**src/rtl/vga_timing_pkg.sv**
```systemverilog
// Shared 640x480@60 timing defaults, RGB332 field widths and the scanout state type.
package vga_timing_pkg;

   localparam int unsigned VGA_H_VIS  = 640;
   localparam int unsigned VGA_H_FP   = 16;
   localparam int unsigned VGA_H_SYNC = 96;
   localparam int unsigned VGA_H_BP   = 48;
   localparam int unsigned VGA_V_VIS  = 480;
   localparam int unsigned VGA_V_FP   = 10;
   localparam int unsigned VGA_V_SYNC = 2;
   localparam int unsigned VGA_V_BP   = 33;

   localparam int unsigned RGB_R_W = 3;
   localparam int unsigned RGB_G_W = 3;
   localparam int unsigned RGB_B_W = 2;
   localparam int unsigned RGB_W   = RGB_R_W + RGB_G_W + RGB_B_W;

   typedef enum logic {
      STOP = 1'b0,
      RUN  = 1'b1
   } scanState_t;

endpackage

```
**src/rtl/vga_timing_gen.sv**
```systemverilog
// Raster counters, active window, polarity-applied syncs and frame markers.
// With VGA_SCANOUT_HDOUBLE_EN defined, popSlot_c is high only on even columns.
module vga_timing_gen
   import vga_timing_pkg::*;
#(
   parameter int unsigned H_VIS     = VGA_H_VIS,
   parameter int unsigned H_FP      = VGA_H_FP,
   parameter int unsigned H_SYNC    = VGA_H_SYNC,
   parameter int unsigned H_BP      = VGA_H_BP,
   parameter int unsigned V_VIS     = VGA_V_VIS,
   parameter int unsigned V_FP      = VGA_V_FP,
   parameter int unsigned V_SYNC    = VGA_V_SYNC,
   parameter int unsigned V_BP      = VGA_V_BP,
   parameter bit          HSYNC_POL = 1'b0,
   parameter bit          VSYNC_POL = 1'b0
) (
   input  logic Clk,
   input  logic RstN,
   output logic active_c,
   output logic popSlot_c,
   output logic hSync_c,
   output logic vSync_c,
   output logic frameWrap_c,
   output logic frameStart
);

   localparam int unsigned H_TOTAL    = H_VIS + H_FP + H_SYNC + H_BP;
   localparam int unsigned V_TOTAL    = V_VIS + V_FP + V_SYNC + V_BP;
   localparam int unsigned HW         = $clog2(H_TOTAL);
   localparam int unsigned VW         = $clog2(V_TOTAL);
   localparam int unsigned H_SYNC_ON  = H_VIS + H_FP;
   localparam int unsigned H_SYNC_OFF = H_SYNC_ON + H_SYNC;
   localparam int unsigned V_SYNC_ON  = V_VIS + V_FP;
   localparam int unsigned V_SYNC_OFF = V_SYNC_ON + V_SYNC;

   logic [HW-1:0] hCount;
   logic [VW-1:0] vCount;
   logic          hWrap_c;
   logic          vWrap_c;

   assign hWrap_c     = (32'(hCount) == H_TOTAL - 1);
   assign vWrap_c     = (32'(vCount) == V_TOTAL - 1);
   assign frameWrap_c = hWrap_c && vWrap_c;

   // Free-running raster; frameStart marks the cycle the counters sit at 0,0 after a wrap
   always_ff @(posedge Clk or negedge RstN) begin
      if (!RstN) begin
         hCount     <= '0;
         vCount     <= '0;
         frameStart <= 1'b0;
      end else begin
         frameStart <= frameWrap_c;
         if (hWrap_c) begin
            hCount <= '0;
            vCount <= vWrap_c ? '0 : vCount + VW'(1);
         end else begin
            hCount <= hCount + HW'(1);
         end
      end
   end

   assign active_c = (32'(hCount) < H_VIS) && (32'(vCount) < V_VIS);
   assign hSync_c  = ((32'(hCount) >= H_SYNC_ON) && (32'(hCount) < H_SYNC_OFF)) ? HSYNC_POL : ~HSYNC_POL;
   assign vSync_c  = ((32'(vCount) >= V_SYNC_ON) && (32'(vCount) < V_SYNC_OFF)) ? VSYNC_POL : ~VSYNC_POL;

`ifdef VGA_SCANOUT_HDOUBLE_EN
   assign popSlot_c = ~hCount[0];
`else
   assign popSlot_c = 1'b1;
`endif

endmodule

```
**src/rtl/vga_scanout.sv**
```systemverilog
// Pixel-domain FIFO consumer: VGA timing, per-pixel pops, underflow flag, 2-stage output pipe.
// VGA_SCANOUT_HDOUBLE_EN: one pop per even column, each word shown for two pixels.
module vga_scanout
   import vga_timing_pkg::*;
#(
   parameter int unsigned           WWIDTH    = RGB_W,
   parameter int unsigned           H_VIS     = VGA_H_VIS,
   parameter int unsigned           H_FP      = VGA_H_FP,
   parameter int unsigned           H_SYNC    = VGA_H_SYNC,
   parameter int unsigned           H_BP      = VGA_H_BP,
   parameter int unsigned           V_VIS     = VGA_V_VIS,
   parameter int unsigned           V_FP      = VGA_V_FP,
   parameter int unsigned           V_SYNC    = VGA_V_SYNC,
   parameter int unsigned           V_BP      = VGA_V_BP,
   parameter bit                    HSYNC_POL = 1'b0,
   parameter bit                    VSYNC_POL = 1'b0,
   parameter logic [WWIDTH-1:0]     UFL_COLOR = '0
) (
   input  logic              Clk,
   input  logic              RstN,
   input  logic              Enable,
   input  logic [WWIDTH-1:0] FifoData,
   input  logic              FifoEmpty,
   output logic              FifoPop,
   output logic [WWIDTH-1:0] Rgb,
   output logic              HSync,
   output logic              VSync,
   output logic              De,
   output logic              FrameStart,
   output logic              Underflow,
   input  logic              UflClear
);

   scanState_t        state;
   scanState_t        stateNext;
   logic              active_c;
   logic              popSlot_c;
   logic              hSync_c;
   logic              vSync_c;
   logic              frameWrap_c;
   logic              pixRun_c;
   logic              uflSet_c;
   logic [WWIDTH-1:0] pixWord_c;
   logic              s1Run;
   logic              s1Pop;
   logic              s1HSync;
   logic              s1VSync;
`ifdef VGA_SCANOUT_HDOUBLE_EN
   logic              s1Ufl;
   logic [WWIDTH-1:0] holdWord;
`endif

   vga_timing_gen #(
      .H_VIS    (H_VIS),
      .H_FP     (H_FP),
      .H_SYNC   (H_SYNC),
      .H_BP     (H_BP),
      .V_VIS    (V_VIS),
      .V_FP     (V_FP),
      .V_SYNC   (V_SYNC),
      .V_BP     (V_BP),
      .HSYNC_POL(HSYNC_POL),
      .VSYNC_POL(VSYNC_POL)
   ) uTiming (
      .Clk        (Clk),
      .RstN       (RstN),
      .active_c   (active_c),
      .popSlot_c  (popSlot_c),
      .hSync_c    (hSync_c),
      .vSync_c    (vSync_c),
      .frameWrap_c(frameWrap_c),
      .frameStart (FrameStart)
   );

   always_ff @(posedge Clk or negedge RstN) begin
      if (!RstN) state <= STOP;
      else       state <= stateNext;
   end

   // Enable only matters at the frame wrap; underflow never holds the raster
   always_comb begin
      stateNext = state;
      pixRun_c  = 1'b0;
      FifoPop   = 1'b0;
      uflSet_c  = 1'b0;
      case (state)
         STOP: begin
            if (frameWrap_c && Enable) stateNext = RUN;
         end
         RUN: begin
            pixRun_c = active_c;
            FifoPop  = active_c && popSlot_c && !FifoEmpty;
            uflSet_c = active_c && popSlot_c && FifoEmpty;
            if (frameWrap_c && !Enable) stateNext = STOP;
         end
      endcase
   end

   // Stage 1: pixel attributes wait for the FIFO read data
   always_ff @(posedge Clk or negedge RstN) begin
      if (!RstN) begin
         s1Run   <= 1'b0;
         s1Pop   <= 1'b0;
         s1HSync <= ~HSYNC_POL;
         s1VSync <= ~VSYNC_POL;
      end else begin
         s1Run   <= pixRun_c;
         s1Pop   <= FifoPop;
         s1HSync <= hSync_c;
         s1VSync <= vSync_c;
      end
   end

   always_comb begin
      pixWord_c = '0;
      if (s1Pop) pixWord_c = FifoData;
`ifdef VGA_SCANOUT_HDOUBLE_EN
      else if (s1Ufl) pixWord_c = UFL_COLOR;
      else if (s1Run) pixWord_c = holdWord;
`else
      else if (s1Run) pixWord_c = UFL_COLOR;
`endif
   end

   // Stage 2: registered pixel outputs
   always_ff @(posedge Clk or negedge RstN) begin
      if (!RstN) begin
         Rgb   <= '0;
         De    <= 1'b0;
         HSync <= ~HSYNC_POL;
         VSync <= ~VSYNC_POL;
      end else begin
         Rgb   <= pixWord_c;
         De    <= s1Run;
         HSync <= s1HSync;
         VSync <= s1VSync;
      end
   end

`ifdef VGA_SCANOUT_HDOUBLE_EN
   // Odd columns replay whatever the even column showed, including the underflow colour
   always_ff @(posedge Clk or negedge RstN) begin
      if (!RstN) begin
         s1Ufl    <= 1'b0;
         holdWord <= '0;
      end else begin
         s1Ufl <= uflSet_c;
         if (s1Pop || s1Ufl) holdWord <= pixWord_c;
      end
   end
`endif

   always_ff @(posedge Clk or negedge RstN) begin
      if (!RstN)         Underflow <= 1'b0;
      else if (uflSet_c) Underflow <= 1'b1;
      else if (UflClear) Underflow <= 1'b0;
   end

endmodule

```
**config.mk**
```make
export PLATFORM = sky130hd
export DESIGN_NAME = vga_scanout
export DESIGN_NICKNAME = d
export VERILOG_FILES = /design/src/rtl/vga_timing_pkg.sv /design/src/rtl/vga_timing_gen.sv /design/src/rtl/vga_scanout.sv
export SDC_FILE = /design/constraint.sdc
export NUM_CORES = 1
export LEC_CHECK = 0
export CAP_MARGIN = 20
export CORE_ASPECT_RATIO = 1.1
export CORE_MARGIN = 2
export CORE_UTILIZATION = 47
export DETAILED_ROUTE_END_ITERATION = 8
export PLACE_DENSITY = 0.75
export SLEW_MARGIN = 30
export SYNTH_ARGS = -nofsm -noshare
export SYNTH_HDL_FRONTEND = slang
export SYNTH_SLANG_ARGS = --single-unit
export TNS_END_PERCENT = 30
```
**constraint.sdc**
```tcl
create_clock -name Clk -period 1.7 [get_ports Clk]
set_input_delay 0.34 -clock Clk [delete_from_list [all_inputs] [get_ports Clk]]
set_output_delay 0.34 -clock Clk [all_outputs]
set_load 0.005 [all_outputs]
```
==> qor.yml <==
run_status:
  status: "complete, but fails checks"
  violations: "negative setup slack"
critical_path:
  r2r_slack_ns: -0.1
  required_ns: 1.94
  cpMaxStageDelayCell: "dfrtp_1"
  critPathKind: "flop to flop"
  cp_num_buf_inv: 1
  crit_start: "uTiming.vCount[5]$_DFFE_PN0N_"
  cp.depth: 5
  worstPathCellList: "buf_6 -> nor4bb_4 -> nand4_1 -> nor4_4 -> mux2_4"
  critPathMaxFanout: 2
  r2r-start: "uTiming.vCount[5]$_DFFE_PN0N_"
  critical_path_arrival_ns: 2.03
  r2r.worst_path.cells: 5
  start_kind: "flop"
  end_kind: "flop"
  slowest_delay_ns: 0.41
  path_delay_family: "simple AND/OR/NAND/NOR gates"
placed_design:
  io_buffer_count: 26
  gp_congestion: 0.861
  place_hpwl_um: 2490
  dp_cells: 241
power:
  p_leak_nw: 1.13
  finalPower_mw: 1.74
  irDropWorstVdd_mv: 0.566
  powerDensity_mw_per_mm2: 717
global_routing:
  grtUsageTotal_pct: 21.2
  grt_remaining_overflow: 0
  grt_pass1_vias: 1380
  grt_max_degree: 39
  antenna_found_initial: 0
  grt_pass1_wl_um: 6070
floorplanning:
  core_mm2: 0.00333
  floorplan.die_area_mm2: 0.00397
  initial_core_util_pct: 49.1
  rows: 22
  fp.dieH_um: 65.9
  chipWidth_um: 60.3
  io_pins: 27
sta:
  layout_setup_ws_ns: -0.0956
  max_freq_ghz: 0.557
  rsz0062_at_grt: "true"
  period_needed_ns: 1.80
  finalSetupViolCount: 13
  period_share_pct: 106
  worst_clock_skew_ns: 0.00612
  final_max_slew_viol_count: 0
  fin_setup_tns_ns: -0.490
  timing.final.hold_violations: 0
  maxSlewHeadroom_pct: 76.1
  worst_pin_slew_ns: 0.357
yosys:
  synth_cell_types: 35
  syn_nets: 157
  avgSynthCellArea_um2: 11.7
  synth_seq_cells: 38
  mappedNetlistArea_mm2: 0.00164
  synth-seq-area-share_pct: 58.4
  synth_cells: 140
  ys_warn_count: 0
detailed_routing:
  post-route-drc-count: 0
  num_vias: 1322
  viasPerCell: 5.18
  drtIter0Drc: 49
  drt-total-wl_um: 3870
  ant_nets: 0
  wire_per_inst_um: 15.2
  dr.pass1.iters: 4
clocking:
  path_clk_slew_ns: 0.11
  clock_sinks: 38
  htree_levels: 2
  insertion_delay_ns: 0.34
  clockBufferDepth: 2
  cts_tree: "done"
  cts_inserted_buffers: 5
  ctsRootBufferMaster: "clkbuf_4"
cells_and_area:
  area_growth_pct: 48.4
  layout.cells.non_filler: 255
  seq_area_um2: 956
  diodes: 0
  multiInputGateArea_um2: 717
  n_fill_cell: 210
  fin_nets: 223
  drive_gt1_share_pct: 31.9
worst_hold_path:
  hold_path_class: "input pin to asynchronous set/reset pin"
job:
  maxCapViolations: 0
==> synth_stat cells (all sizes together) <==
master	count	area share, %
nor4b	1	0.92
buf	2	1.1
and4	1	0.54
or3b	1	0.54
ha	4	3.1
nor3	5	1.8
nor4bb	1	0.61
nor2b	2	0.76
or3	1	0.38
and3	3	1.1
a41o	1	0.61
nand4b	2	1.1
xnor2	8	4.3
o21ai	6	1.8
inv	8	1.8
a21oi	1	0.31
dfstp	4	6.4
o21a	1	0.46
xor2	5	2.7
o31ai	1	0.46
nand2	7	1.6
clkbuf	1	0.23
or4b	1	0.84
a21boi	1	0.46
nand3	8	2.4
nor2	9	2.1
mux2	1	0.92
and2	10	3.8
nand4	8	3.1
dfrtp	34	52
nor4	2	1.7
==> stage by stage <==
step / util, % / setup WS (ns) / hold WS, ns / cell area (um2)
6_report: 72.9 / -0.0956 / 0.360 / 2430
4_1_cts: 70.2 / -0.101 / 0.359 / 2340
3_3_place_gp: 65.2 / -0.0634 / 0.342 / 2170
2_1_floorplan: - / -0.0674 / 0.0444 / 1640
3_5_place_dp: 65.2 / -0.0897 / 0.350 / 2170
5_1_grt: 72.9 / -0.191 / 0.367 / 2430
==> kinds of logic (layout without fill, tap and decap cells) <==
family | after synthesis | in the layout | synth area share [%]
buf+inv | 11 | 78 | 3.21
mux | 1 | 1 | 0.917
fa+ha+maj | 4 | 4 | 3.06
xor+xnor | 13 | 13 | 6.96
simple gates | 62 | 62 | 23.3
compound gates | 11 | 11 | 4.13
flops | 38 | 38 | 58.4
==> power by group <==
part                  switching [mW]  internal [mW]
clock                          0.289          0.498
combinational                 0.0222         0.0287
sequential     0.0000000000000000248          0.904
total                          0.312           1.43
==> area by class of cell <==
cell class / count / area share [%]
sequential: 38 / 39.4
multi-input combinational: 91 / 29.5
timing repair buffer: 62 / 22.8
clock inverter: 2 / 2.47
tap: 48 / 2.47
clock buffer: 6 / 2.11
inverter: 8 / 1.24
==> state kept, by name, indices dropped and copies added (netlist names), named ones only <==
| name | count |
|---|---|
| Underflow | 1 |
| uTiming.hCount | 10 |
| s1Pop | 1 |
| VSync | 1 |
| HSync | 1 |
| De | 1 |
| s1HSync | 1 |
| uTiming.vCount | 10 |
| s1Run | 1 |
| uTiming.frameStart | 1 |
| s1VSync | 1 |
| Rgb | 8 |
==> layout by cell type, fill, tap and decap left out, types with 2 or more instances in the layout <==
master	netlist	routed
and2_1	10	10
and3_1	3	3
buf_4	1	30
buf_6	1	5
bufinv_16	0	2
clkbuf_4	0	5
clkdlybuf4s50_1	0	23
dfrtp_1	34	34
dfstp_2	4	4
dlygate4sd2_1	0	2
ha_1	4	3
inv_1	8	6
inv_2	0	2
nand2_1	7	7
nand3_1	8	5
nand3_2	0	2
nand4_1	8	8
nand4b_1	2	2
nor2_1	9	8
nor3_1	4	3
nor3_4	0	2
o21ai_0	3	2
o21ai_1	3	3
xnor2_1	8	7
xor2_1	5	5
==> worst min path at each step <==
| stage | start | to | slack, ns | depth (start not counted) |
|---|---|---|---|---|
| finish | RstN | Rgb[6]$_DFF_PN0_ | 0.36 | 2 |
| global route | s1HSync$_DFF_PN1_ | HSync$_DFF_PN1_ | 0.37 | 0 |
| detailed placement | s1Run$_DFF_PN0_ | De$_DFF_PN0_ | 0.35 | 0 |
| global placement | s1Run$_DFF_PN0_ | De$_DFF_PN0_ | 0.34 | 0 |
| floorplan | RstN | De$_DFF_PN0_ | 0.04 | 0 |
| CTS | s1HSync$_DFF_PN1_ | HSync$_DFF_PN1_ | 0.36 | 0 |
==> routing by layer <==
layer	part of all wire, %	wire length (um)	global-route usage [%]
met5	0	0	0
met3	6.7	258	4.89
met4	3.8	148	12.2
met1	39	1490	24.9
met2	51	1970	34.6
==> timing repair <==
action                     4_1_cts  5_1_grt
hold buffers                     0        0
setup buffers                    4        4
setup endpoints to repair       14       14
resized for setup               13       15
pin swaps                       13        9
No activity file was read; power rests on OpenSTA's default activity.
